$ cat src/rtl/bcd_pkg.sv
// bcd_pkg
// Shared types and helpers for the sequential binary-to-BCD converter.
//   bcd_digit_t         one packed BCD nibble
//   bin_to_bcd_state_t  converter FSM states (IDLE, SHIFT, DONE)
//   BCD_NINE            digit value used when a result saturates
//   add3_adjust()       double-dabble correction for a single digit
package bcd_pkg;

  typedef logic [3:0] bcd_digit_t;

  typedef enum logic [1:0] {
    IDLE  = 2'd0,
    SHIFT = 2'd1,
    DONE  = 2'd2
  } bin_to_bcd_state_t;

  localparam bcd_digit_t BCD_NINE = 4'd9;

  // A digit of 5 or more would become >= 10 after the next left shift,
  // so it is pre-biased by 3 to make the shift carry into the next digit.
  function automatic bcd_digit_t add3_adjust(input bcd_digit_t digit);
    if (digit >= 4'd5) begin
      return digit + 4'd3;
    end
    return digit;
  endfunction

endpackage : bcd_pkg

$ cat src/rtl/bcd_digit_adj.sv
// bcd_digit_adj
// Combinational add-3 correction for one BCD digit of the double-dabble
// accumulator. One instance is used per digit.
// Ports:
//   digit_in   current accumulator digit
//   digit_out  digit after the add-3 correction (digit + 3 when >= 5)
module bcd_digit_adj
  import bcd_pkg::*;
(
  input  logic [3:0] digit_in,
  output logic [3:0] digit_out
);

  assign digit_out = add3_adjust(digit_in);

endmodule : bcd_digit_adj

$ cat src/rtl/bin_to_bcd_seq.sv
// bin_to_bcd_seq
// Sequential double-dabble converter: turns an unsigned BIN_WIDTH-bit value
// into NUM_DIGITS packed BCD digits, one shift step per clock, and presents
// the result (plus its decimal-point bits) to the display stage. Results are
// held stable until the next conversion completes.
//
// Parameters:
//   NUM_DIGITS  number of BCD digits produced (matches display NUM_SEGMENTS)
//   BIN_WIDTH   width of bin_in; also the number of shift cycles
// Ports:
//   clk          clock, rising edge
//   reset        synchronous, active-high reset
//   bin_in       value to convert, sampled on acceptance
//   dp_in        decimal-point bits, sampled on acceptance
//   in_valid     request; accepted when in_valid && in_ready
//   in_ready     high only while idle
//   encoded      registered BCD result, digit 0 is least significant
//   digit_point  registered dp bits belonging to encoded
//   out_valid    one-cycle pulse when a new result first appears
//   overflow     registered; result did not fit in NUM_DIGITS digits
//
// Configuration macro BIN_TO_BCD_SATURATE_EN:
//   defined     out-of-range values give all 9s and overflow = 1
//   undefined   encoded = value mod 10^NUM_DIGITS, overflow stays 0
module bin_to_bcd_seq
  import bcd_pkg::*;
#(
  parameter int NUM_DIGITS = 2,
  parameter int BIN_WIDTH  = 8
) (
  input  logic                       clk,
  input  logic                       reset,
  input  logic [BIN_WIDTH-1:0]       bin_in,
  input  logic [NUM_DIGITS-1:0]      dp_in,
  input  logic                       in_valid,
  output logic                       in_ready,
  output logic [NUM_DIGITS-1:0][3:0] encoded,
  output logic [NUM_DIGITS-1:0]      digit_point,
  output logic                       out_valid,
  output logic                       overflow
);

  localparam int ACC_W = NUM_DIGITS * 4;
  localparam int CNT_W = $clog2(BIN_WIDTH + 1);
  localparam logic [CNT_W-1:0] LAST_COUNT = CNT_W'(BIN_WIDTH - 1);

  bin_to_bcd_state_t state;
  bin_to_bcd_state_t state_next;

  logic [BIN_WIDTH-1:0]  shift_reg;
  logic [NUM_DIGITS-1:0] dp_hold;
  logic [ACC_W-1:0]      acc;
  logic [ACC_W-1:0]      acc_adj;
  logic [CNT_W-1:0]      count;

  // Every digit gets its add-3 correction in parallel before the shift.
  for (genvar g = 0; g < NUM_DIGITS; g++) begin : g_digit
    bcd_digit_adj u_adj (
      .digit_in  (acc[g*4 +: 4]),
      .digit_out (acc_adj[g*4 +: 4])
    );
  end

`ifdef BIN_TO_BCD_SATURATE_EN
  // Any bit pushed out of the top digit means the value is >= 10^NUM_DIGITS.
  logic sticky_carry;
`else
  // The top digit's carry-out is simply dropped, which leaves the lower
  // digits holding value mod 10^NUM_DIGITS.
  logic unused_carry;
  assign unused_carry = acc_adj[ACC_W-1];
`endif

  // State register.
  always_ff @(posedge clk) begin
    if (reset) begin
      state <= IDLE;
    end else begin
      state <= state_next;
    end
  end

  // Next-state logic and the ready flag.
  always_comb begin
    state_next = state;
    in_ready   = 1'b0;
    case (state)
      IDLE: begin
        in_ready = 1'b1;
        if (in_valid) begin
          state_next = SHIFT;
        end
      end
      SHIFT: begin
        if (count == LAST_COUNT) begin
          state_next = DONE;
        end
      end
      DONE: begin
        state_next = IDLE;
      end
      default: begin
        state_next = IDLE;
      end
    endcase
  end

  // Conversion datapath and registered outputs. Outputs change only in
  // DONE, so they stay stable for the display stage between conversions.
  always_ff @(posedge clk) begin
    if (reset) begin
      shift_reg    <= '0;
      dp_hold      <= '0;
      acc          <= '0;
      count        <= '0;
      encoded      <= '0;
      digit_point  <= '0;
      out_valid    <= 1'b0;
      overflow     <= 1'b0;
`ifdef BIN_TO_BCD_SATURATE_EN
      sticky_carry <= 1'b0;
`endif
    end else begin
      out_valid <= 1'b0;
      case (state)
        IDLE: begin
          if (in_valid) begin
            shift_reg    <= bin_in;
            dp_hold      <= dp_in;
            acc          <= '0;
            count        <= '0;
`ifdef BIN_TO_BCD_SATURATE_EN
            sticky_carry <= 1'b0;
`endif
          end
        end
        SHIFT: begin
          acc          <= {acc_adj[ACC_W-2:0], shift_reg[BIN_WIDTH-1]};
          shift_reg    <= shift_reg << 1;
          count        <= count + 1'b1;
`ifdef BIN_TO_BCD_SATURATE_EN
          sticky_carry <= sticky_carry | acc_adj[ACC_W-1];
`endif
        end
        DONE: begin
          digit_point <= dp_hold;
          out_valid   <= 1'b1;
`ifdef BIN_TO_BCD_SATURATE_EN
          if (sticky_carry) begin
            encoded  <= {NUM_DIGITS{BCD_NINE}};
            overflow <= 1'b1;
          end else begin
            encoded  <= acc;
            overflow <= 1'b0;
          end
`else
          encoded <= acc;
`endif
        end
        default: begin
        end
      endcase
    end
  end

endmodule : bin_to_bcd_seq

$ cat config.mk
export PLATFORM = sky130hd
export DESIGN_NAME = bin_to_bcd_seq
export DESIGN_NICKNAME = d
export VERILOG_FILES = /design/src/rtl/bcd_pkg.sv /design/src/rtl/bcd_digit_adj.sv /design/src/rtl/bin_to_bcd_seq.sv
export SDC_FILE = /design/constraint.sdc
export NUM_CORES = 1
export LEC_CHECK = 0
export ABC_CLOCK_PERIOD_IN_PS = 2800
export CORE_AREA = 5 5 72 58
export CTS_CLUSTER_DIAMETER = 60
export DETAILED_ROUTE_END_ITERATION = 10
export DIE_AREA = 0 0 77 63
export PLACE_DENSITY = 0.68
export SETUP_SLACK_MARGIN = 0.3
export SLEW_MARGIN = 10
export SYNTH_ARGS = -nofsm -noshare
export SYNTH_HDL_FRONTEND = slang
export SYNTH_SLANG_ARGS = --single-unit
$ cat constraint.sdc
create_clock -name clk -period 2.8 [get_ports clk]
set_input_delay 0.28 -clock clk [delete_from_list [all_inputs] [get_ports clk]]
set_output_delay 0.28 -clock clk [all_outputs]
set_load 0.05 [all_outputs]
# --- Word level (Yosys, flattened, before mapping) ---
# Cells that the tools add are included.
word_totals:
  register_bits: 35
  in_bits: 13
op_classes:
  add_sub_neg: 3
  order_cmp: 2
  n_eq_ne: 5
  muxes: 17
  n_reduce_logical: 5
ops:
  columns: ["cell", "count"]
  rows:
  - ["$pmux W8 S2", 2]
  - ["$mux W8", 2]
  - ["$mux W4", 3]
  - ["$ge A4 B3 Y1 const B", 2]
  - ["$pmux W4 S2", 1]
  - ["$mux W3", 2]
  - ["$reduce_and A2 Y1", 3]
  - ["$add A4 B1 Y4 const B", 1]
  - ["$add A4 B2 Y4 const B", 1]
  - ["$eq A4 B3 Y1 const B", 1]
  - ["$mux W1", 4]
  - ["$mux W2", 2]
  - ["$ne A2 B2 Y1 const B", 2]
  - ["$pmux W2 S2", 1]
  - ["$add A3 B2 Y3 const B", 1]
  - ["$eq A2 B1 Y1 const B", 1]
  - ["$eq A2 B2 Y1 const B", 1]
  - ["$logic_not A2 Y1", 1]
  - ["$reduce_bool A2 Y1", 1]

# --- Logic depth before layout (Yosys ltp) ---
# Gate-level depths: netlist of run 1.
logic_depth:
  ltp_word: 4
  ltp_mapped: 6
  ltp_nobuf: 6

# --- Modules after synthesis ---
# Synthesis of run 1 repeated with hierarchy kept, for this count alone.
unflattened:
  hier_cells: 184
  area_unflattened_um2: 1607.8
by_module_without_submodules:
  columns: ["mod", "instances", "cells_each", "area_each_um2"]
  rows:
  - ["bin_to_bcd_seq", 1, 152, 1405.1]
  - ["bcd_digit_adj", 2, 16, 101.3]

# --- Least setup slack after synthesis of run 1 ---
# OpenSTA, ideal clock, no wires.
synth_timing:
  kind: "register to register"
  startpoint: "register acc[0]"
  endpoint: "register acc[4]"
  setup_ns: 0.070
  arrival_time_ns: 1.260
  path_slack_ns: 1.469
  path_stages_with_launch: 6
  synth_period_minus_slack_ns: 1.331
  path_cell_list: "dfxtp_1 inv_1 ha_1 nand2b_1 or4b_1 a21oi_1"
synth_via:
  elab_chain_cells: 4
  elab_cells_between_ends: 6
synth_rtl:
  columns: ["item", "line", "source"]
  rows:
  - ["from (decl)", "bin_to_bcd_seq.sv:52", "logic [ACC_W-1:0] acc;"]
  - ["from (signal assigned)", "bin_to_bcd_seq.sv:138", "acc <= {acc_adj[ACC_W-2:0], shift_reg[BIN_WIDTH-1]};"]
  - ["$add A4 B2 Y4 / $ge A4 B3 Y1 (equally long branches)", "bcd_pkg.sv:23, bcd_pkg.sv:22", null]
  - ["$mux W4 / $mux W1 (equally long branches)", "bcd_pkg.sv:22", "if (digit >= 4'd5) begin"]
  - ["$mux W4 (*)", "bcd_pkg.sv:25", "return digit;"]
  - ["$pmux W8 S2 (*)", "bin_to_bcd_seq.sv:125", "case (state)"]
# Every way passes the cells marked *; elsewhere a longest branch is shown, timed or not. The select of a mux whose other input is x is not followed.
# A chain may end at the register's enable or synchronous reset.

# --- Final worst setup path of run 1 ---
layout_timing:
  startpoint: "register state[0]"
  endpoint: "output port in_ready"
layout_via:
  elab_chain_cells: 2
layout_rtl:
  columns: ["item", "line", "source"]
  rows:
  - ["from (decl)", "bin_to_bcd_seq.sv:47", "bin_to_bcd_state_t state;"]
  - ["from (signal assigned)", "bin_to_bcd_seq.sv:79", "state <= state_next;"]
  - ["$logic_not A2 Y1", "bin_to_bcd_seq.sv:87", "case (state)"]
  - ["$mux W1", "bin_to_bcd_seq.sv:87", null]
  - ["to (decl)", "bin_to_bcd_seq.sv:36", "output logic in_ready,"]
# Every way passes these cells.

==> results of run 1 <==
## kinds of logic after synthesis
group           share of synthesized area [%]
simple gates                             21.2
fa+ha+maj                                4.30
mux                                      2.15
xor+xnor                                 1.81
compound gates                           17.4
other cells                             0.258
flops                                    48.2
buf+inv                                  4.73
## final cells by class
class	count	area (sq um)
Sequential cell	35	701
Clock buffer	6	82.6
Timing Repair Buffer	27	263
Tap cell	42	52.6
Fill cell	307	1640
Multi-Input combinational cell	122	684
Clock inverter	1	5.00
Inverter	4	15.0
## power breakdown
group / internal, mW / switching [mW]
clock network: 0.193 / 0.175
registers: 0.511 / 0.00962
logic: 0.0377 / 0.0526
total: 0.742 / 0.237
## per-layer routing
metal  wire (um)  share of wire (%)
met4          61                2.0
met5           0                  0
met3         201                6.6
met1        1390                 46
met2        1370                 45
## cells in the final DEF (no fill, tap or decap), types with 5 or more instances in the layout
master,count
nand2_1,37
dfxtp_1,35
a21oi_1,28
clkdlybuf4s50_1,24
nor2_1,8
a22oi_1,6
clkbuf_8,6
nor3_1,5
nand3_1,5
ha_1,5
## through the flow
step	cell area (sq um)	utilization [%]	hold slack (ns)
floorplan	1450	-	0.416
global route	1800	52.3	0.481
global placement	1720	49.8	0.440
detailed placement	1720	49.8	0.447
CTS	1800	52.3	0.457
finish	1800	52.3	0.455
## Yosys cell counts, types with 3 or more instances
library cell | n | area (sq um)
a22oi_1 | 6 | 45.0
buf_2 | 4 | 20.0
dfxtp_1 | 35 | 701
inv_1 | 4 | 15.0
nand3_1 | 5 | 25.0
a22o_1 | 4 | 35.0
nand2_1 | 37 | 139
nand2b_1 | 4 | 25.0
nor2_1 | 8 | 30.0
a21oi_1 | 28 | 140
clkbuf_1 | 6 | 22.5
ha_1 | 5 | 62.6
o21ai_0 | 3 | 15.0
nor3_1 | 5 | 25.0
## critical path, stage by stage (launching register included)
cell	delay, ns
dfxtp_1	0.36
nor2_1	0.12
clkdlybuf4s50_1	0.81
## worst paths after layout
path / startpoint / endpoint / slack, ns
hold reg to reg: dp_hold[1]$_SDFFE_PP0P_ / digit_point[1]$_SDFFE_PP0P_ / 0.45
setup / recovery: state[0]$_SDFFE_PP0P_ / in_ready / 0.94
setup reg to reg: acc[0]$_SDFFE_PP0P_ / acc[4]$_SDFFE_PP0P_ / 1.30
hold / removal: dp_hold[1]$_SDFFE_PP0P_ / digit_point[1]$_SDFFE_PP0P_ / 0.45
==> impl_results.md, run 1 <==
- CTS buffer count: 5
- Yosys reg bits: 35
- First-pass GRT wire length: roughly 5.3 mm
- First DRT Iteration DRCs: 47
- Outcome: finished, final reports clean
- Worst skew pair latency: 0.29 ns
- YS warnings: 0
- Die area: ~4900 sq um
- Avg WL per Cell: around 13 um
- Worst-Margin Slew: 0.672 ns
- Fraction of layout cells with a size suffix above 1: between 6 and 7%
- Initial Utilization: a little over two fifths
- Clk slew on worst S/H paths: 0.07 ns
- DRC viols: 0
- Total placed cells including tap cells: between 200 and 250
- Crit path DAT: roughly 1.6 ns
- Die X: between 70 and 80 um
- Vias in the first global route: approximately 1200
- Syn_nets: 191
- Cells after Synth: about 170
- Hold Path Depth: 2
- Worst-case clock skew: 0.00274 ns
- # diodes: 0
- Total track usage: 13.3%
- Port Buffers: 24
- Gr busiest metal: met2
- Final non-filler cell total: 237
- Grt met2 use: 19.8%
- Crit end category: primary output
- Die height: around 63 um
- Dominant synthesized flop cell: dfxtp_1
- RSZ-0062 raised after global routing: false
- RD Place Congestion: about 0.8
- Maximum vdd ir drop: between 300 and 400 uV
- Met1 usage: 16.9%
- Hold Buf Count CTS: 0
- Fin nets: between 200 and 250
- Largest net degree at the start of global routing: 34
- Total setup buffers inserted after CTS: 0
- Worst setup SP type: flip-flop
- Grt met3 use: under 10%
- Leakage: between 0.6 and 0.7 nW
- Final Cycle Share: around two thirds
- Total power: between 0.9 and 1 mW
- Post-Route Setup TNS: 0 ns
- Rows: 19
- Mapped Area: 1450 sq um
- R2R depth: 5
- Drt total wl: 3.03 mm
- Fin. Hold Viols: 0
- Via count: between 1000 and 1500
- Area of the core: about 3400 sq um
- Syn Area/Cell: about 8.4 sq um
- Post-synthesis sequential area ratio: slightly below 50%
- I/O pins: 26
- Root buf cell: clkbuf_8
- F_max: ~540 MHz
- Synth async-reset ratio: 0%
- TritonCTS clock tree: built
- Unique cell type count in the Yosys netlist: 30
- CP Max Fanout: 7
- Area growth syn-to-layout: 24.0%
- Max-cap violations: 0
- Worst slack at placement: around 1.0 ns
- CTS resizes: 0
- Clock Path Buffers: 2
- Final setup vio count: 0
- Min Tclk post-route: 1.86 ns
- Vias per inst: ~5.2
- H-tree levels: 2
- CP Class: reg2out
- Num Clock Sinks: 35
- P per Cell Area: 543 nW/um^2
- Slew headroom: roughly 55%
- Antenna violations before repair: 0
- HPWL after detailed placement: roughly 2.1 mm
- Number of enable flip-flop cells after synthesis: 0
- Gr ovfl total: 0
- Post-route setup slack: ~0.94 ns
- Max Slew Vio Count: 0
- Drt pass-1 iters: 4
- Routed Antenna Nets: 0
- Critical Path RT: 2.52 ns
- Worst Hold Class: reg2reg
Note: power is estimated with default switching activity, not from simulation.
==> run 2, diff against run 1 <==
--- a/config.mk
+++ b/config.mk
@@ -5,7 +5,7 @@
 export SDC_FILE = /design/constraint.sdc
 export NUM_CORES = 1
 export LEC_CHECK = 0
-export ABC_CLOCK_PERIOD_IN_PS = 2800
+export ABC_CLOCK_PERIOD_IN_PS = 1900
 export CORE_AREA = 5 5 72 58
 export CTS_CLUSTER_DIAMETER = 60
 export DETAILED_ROUTE_END_ITERATION = 10
==> constraint.sdc (replaced) <==
create_clock -name clk -period 1.9 [get_ports clk]
set_input_delay 0.19 -clock clk [delete_from_list [all_inputs] [get_ports clk]]
set_output_delay 0.19 -clock clk [all_outputs]
set_load 0.05 [all_outputs]
==> impl_results.md, run 2 (synthesis gave the netlist of run 1 again) <==
- Max Slew Vio Count: 0
- Initial Utilization: a little over two fifths
- HPWL after detailed placement: about 2.2 mm
- Largest net degree at the start of global routing: 33
- H-tree levels: 2
- Root buf cell: clkbuf_8
- DR WL met2: about 1.4 mm
- Fill cell count: roughly 320
- Crit path DAT: roughly 1.4 ns
- Fraction of layout cells with a size suffix above 1: approximately 7.1%
- Vias in the first global route: around 1200
- Met3 WL: about 230 um
- Wl on met1: between 1 and 1.5 mm
- CTS buffer count: 5
- Min Tclk post-route: 1.56 ns
- Critical Path RT: between 1.5 and 2 ns
- I/O pins: 26
- Avg WL per Cell: 12.6 um
- Outcome: finished, final reports clean
- Worst-Margin Slew: between 0.5 and 0.6 ns
- Final setup vio count: 0
- Gr ovfl total: 0
- # diodes: 0
- CP bufs+invs: 1
- Die height: ~63 um
- Die area: 4850 sq um
- Commonest non-fill, non-tap cell in the layout: nand2_1
- Leakage: between 0.7 and 0.8 nW
- Routed Antenna Nets: 0
- Fin. Hold Viols: 0
- Post-Route Setup TNS: 0 ns
- Via count: approximately 1200
- Worst-case clock skew: between 0.007 and 0.008 ns
- Area growth syn-to-layout: 24.4%
- Hold Buf Count CTS: 0
- Crit end category: primary output
- Most frequent cells in the layout: nand2_1 (37), dfxtp_1 (35), a21oi_1 (27)
- CP max stage cell: clkdlybuf4s50_1
- Total track usage: 13.0%
- RSZ-0062 raised after global routing: false
- Top Metal Used: met4
- CP Max Fanout: 1
- Fin Hold WS: approximately 0.45 ns
- P per Cell Area: 764 nW/um^2
- Worst setup SP type: flip-flop
- Port Buffers: 24
- Drt total wl: roughly 3.0 mm
- F_max: roughly 640 MHz
- TritonCTS clock tree: built
- First DRT Iteration DRCs: 59
- Clock Path Buffers: 2
- Fin nets: 215
- CP Class: reg2out
- Worst skew pair latency: 0.28 ns
- Vias per inst: ~5.2
- Worst Hold Class: reg2reg
- Area of the core: 3450 sq um
- RD Place Congestion: approximately 0.80
- Antenna violations before repair: 0
- DRC viols: 0
- Rows: 19
- Delay-heaviest family, CP: buffers and inverters
- First-pass GRT wire length: around 5.2 mm
- Die X: slightly below 80 um
- Clk slew on worst S/H paths: 0.06 ns
- Delay of the slowest cell on the worst path: about 0.79 ns
- Maximum vdd ir drop: 493 uV
- Num Clock Sinks: 35
- Drt pass-1 iters: 4
- Critical Path, Cell by Cell: clkdlybuf4s50_1
- Final Cycle Share: between 80% and 90%
- Max-cap violations: 0
- Slew headroom: between 60% and 70%
[run 2: changes by cell type in the layout (fill, tap and decap cells not counted), moves of 2 or more]
cell | previous run | this run
clkdlybuf4s50_1 | 24 | 13
dlygate4sd2_1 | 0 | 8
dlymetal6s2s_1 | 0 | 3
buf_4 | 3 | 5
[run 2: area by class of cell]
cell class	instances	area (sq um)	area share, %
Inverter	4	15.0	0.830
Timing Repair Buffer	29	275	15.2
Clock buffer	6	72.6	4.01
Tap cell	42	52.6	2.90
Multi-Input combinational cell	122	693	38.3
Sequential cell	35	701	38.7
[run 2: where the power goes]
group	leakage (nW)	switching [mW]	internal, mW
sequential	0.284	0.0143	0.754
combinational	0.417	0.0792	0.0575
clock	0.0371	0.233	0.244
total	0.738	0.327	1.06
[run 2: final timing paths]
check / start / end / slack (ns) / cells past startpoint
hold reg to reg: encoded[4]$_SDFFE_PP0P_ / encoded[4]$_SDFFE_PP0P_ / 0.45 / 2
setup / recovery: out_valid$_SDFF_PP0_ / out_valid / 0.34 / 1
hold / removal: encoded[4]$_SDFFE_PP0P_ / encoded[4]$_SDFFE_PP0P_ / 0.45 / 2
setup reg to reg: acc[0]$_SDFFE_PP0P_ / acc[4]$_SDFFE_PP0P_ / 0.39 / 5
[run 2: worst min-delay path, delay by kind of cell (launching register included)]
family,cells,cell delay (ns)
DFF,1,0.30
AOI/OAI and AO/OA,1,0.05
and+or+nand+nor,1,0.05
[run 2: repair_timing]
action                                  4_1_cts  5_1_grt
endpoints found under the setup margin        8        5
resized for setup                             8        5
pin swaps                                     0        0
buffers inserted                              0        0
[run 2: metrics by stage]
stage	cells	worst slack (ns)	cell area [sq um]	power [mW]	util, %
after floorplan	173	0.569	1450	0.869	-
after global placement	232	0.329	1730	0.916	50.2
after detailed placement	232	0.283	1730	0.921	50.2
after CTS	238	0.300	1790	1.40	52.0
after global routing	238	0.304	1810	1.44	52.5
final	238	0.341	1810	1.38	52.5
[run 2: metal layers]
metal | vias up | GRT usage (%)
li1 | 633 | -
met2 | 38 | 20.7
met4 | 0 | 5.58
met3 | 2 | 5.76
met5 | - | 0
met1 | 560 | 15.2
==> run 3, diff against run 2 <==
--- a/config.mk
+++ b/config.mk
@@ -5,7 +5,7 @@
 export SDC_FILE = /design/constraint.sdc
 export NUM_CORES = 1
 export LEC_CHECK = 0
-export ABC_CLOCK_PERIOD_IN_PS = 1900
+export ABC_CLOCK_PERIOD_IN_PS = 1600
 export CORE_AREA = 5 5 72 58
 export CTS_CLUSTER_DIAMETER = 60
 export DETAILED_ROUTE_END_ITERATION = 10
==> constraint.sdc (replaced) <==
create_clock -name clk -period 1.6 [get_ports clk]
set_input_delay 0.16 -clock clk [delete_from_list [all_inputs] [get_ports clk]]
set_output_delay 0.16 -clock clk [all_outputs]
set_load 0.05 [all_outputs]
==> impl_results.md, run 3 (synthesis gave the netlist of run 1 again) <==
- P per Cell Area: around 950 nW/um^2
- Area of the core: approximately 3400 sq um
- Drt pass-1 iters: 4
- RSZ-0062 raised after global routing: true
- Crit path from: acc[0]$_SDFFE_PP0P_
- Hold Path Depth: 3
- Worst R2R Setup Slack: 0.29 ns
- Total power: approximately 1.9 mW
- Rows: 19
- H-tree levels: 2
- Worst slack at placement: 0.0540 ns
- Outcome: finished, final reports clean
- Post-route setup slack: a little under 0.3 ns
- Initial Utilization: between 40% and 50%
- CP Max Fanout: 3
- Vias in the first global route: roughly 1200
- CTS buffer count: 5
- Most frequent cells in the layout: nand2_1 (37), dfxtp_1 (29), a21oi_1 (25)
- FF-to-FF End: acc[4]$_SDFFE_PP0P_
- Worst Setup EP: acc[4]$_SDFFE_PP0P_
- Num Clock Sinks: 35
- # diodes: 0
- Commonest non-fill, non-tap cell in the layout: nand2_1
- F_max: ~760 MHz
- Drt total wl: 3.26 mm
- Worst Hold Class: in2reg
- Largest net degree at the start of global routing: 14
- Worst skew pair latency: roughly 0.29 ns
- Delay-heaviest family, CP: simple AND/OR/NAND/NOR gates
- Area growth syn-to-layout: 39.5%
- Port Buffers: 24
- Post-place instance area: 1730 sq um
- TritonCTS clock tree: built
- Clk slew on worst S/H paths: ~0.070 ns
- Delay of the slowest cell on the worst path: roughly 0.46 ns
- Total placed cells including tap cells: 235
- Via count: around 1300
- Maximum vdd ir drop: roughly 570 uV
- Crit end category: flip-flop
- Clock Path Buffers: 2
- First-pass GRT wire length: roughly 5.4 mm
- Worst-case clock skew: 0.00231 ns
- CP max stage cell: or4b_1
- Leakage: ~0.77 nW
- Max-cap violations: 0
- CP bufs+invs: 1
- Die height: between 60 and 70 um
- Total track usage: 13.9%
- Final Cycle Share: roughly four fifths
- Crit Reg-Reg Startpoint: acc[0]$_SDFFE_PP0P_
- Final setup vio count: 0
- CP Class: reg2reg
- Fin. Hold Viols: 0
- Gr ovfl total: 0
- R2R depth: 5
- Antenna violations before repair: 0
- Die X: around 77 um
- HPWL after detailed placement: roughly 2.2 mm
- DRC viols: 0
- Die area: just under 5000 sq um
- Critical Path RT: about 1.8 ns
- Fraction of layout cells with a size suffix above 1: just under 30%
- Avg WL per Cell: 13.0 um
- Final non-filler cell total: 250
- Routed Antenna Nets: 0
- Worst setup SP type: flip-flop
- RD Place Congestion: roughly 0.84
- Post-Route Setup TNS: 0 ns
- Crit path DAT: roughly 1.5 ns
- Crit. path cell count: 5
- Root buf cell: clkbuf_8
- First DRT Iteration DRCs: 61
- Max Slew Vio Count: 0
- Fin nets: 225
- Critical Path, Cell by Cell: inv_2, ha_4, nand2b_4, or4b_1, a21oi_2
- Vias per inst: ~5.3
- Min Tclk post-route: around 1.3 ns
- Fin area: 2030 sq um
- I/O pins: 26
## run 3: changes by cell type in the layout (fill, tap and decap cells not counted), moves of 4 or more
cell	previous run	this run
ha_4	0	4
dlygate4sd2_1	8	0
buf_4	5	24
dfxtp_2	0	4
inv_1	4	0
ha_1	5	1
dfxtp_1	35	29
## run 3: what timing repair did
action | CTS | global route
hold buffers | 0 | 0
pin swaps | 4 | 5
setup endpoints to repair | 15 | 10
gates resized for setup | 20 | 15
buffers inserted | 6 | 1
## run 3: stage by stage
step	utilization, %	hold WS, ns
after floorplan	-	0.296
final	58.8	0.423
after global routing	58.8	0.436
after global placement	50.1	0.432
after CTS	57.1	0.422
after detailed placement	50.1	0.441
## run 3: layout make-up
class | count | area [sq um]
Inverter | 4 | 20.0
Multi-Input combinational cell | 122 | 791
Sequential cell | 35 | 713
Timing Repair Buffer | 39 | 334
Fill cell | 305 | 1420
Clock buffer | 6 | 82.6
Tap cell | 42 | 52.6
Clock inverter | 2 | 35.0
## run 3: how the worst min path moves through the flow
stage	from	endpoint	slack (ns)
finish	bin_in[0]	shift_reg[0]$_SDFFE_PP0P_	0.42
floorplan	dp_in[0]	dp_hold[0]$_SDFFE_PP0P_	0.30
detailed placement	shift_reg[7]$_SDFFE_PP0P_	acc[0]$_SDFFE_PP0P_	0.44
global route	bin_in[0]	shift_reg[0]$_SDFFE_PP0P_	0.44
CTS	bin_in[0]	shift_reg[0]$_SDFFE_PP0P_	0.42
global placement	shift_reg[7]$_SDFFE_PP0P_	acc[0]$_SDFFE_PP0P_	0.43
## run 3: worst min-delay path, stage by stage
cell	delay [ns]
clkdlybuf4s50_1	0.40
nand2_1	0.05
a21oi_1	0.05
## run 3: per-layer routing
layer  GRT usage, %  vias to the layer above  part of all wire [%]
met1           16.4                      607                    43
met2           22.8                       49                    47
met3           4.32                       13                   7.5
met5              0                        -                     0
li1               -                      654                     -
met4           6.65                        0                   2.2
## run 3: power by group
part	internal (mW)	leakage, nW	switching, mW
registers	0.894	0.287	0.0174
logic	0.0965	0.426	0.105
clock network	0.504	0.0612	0.315
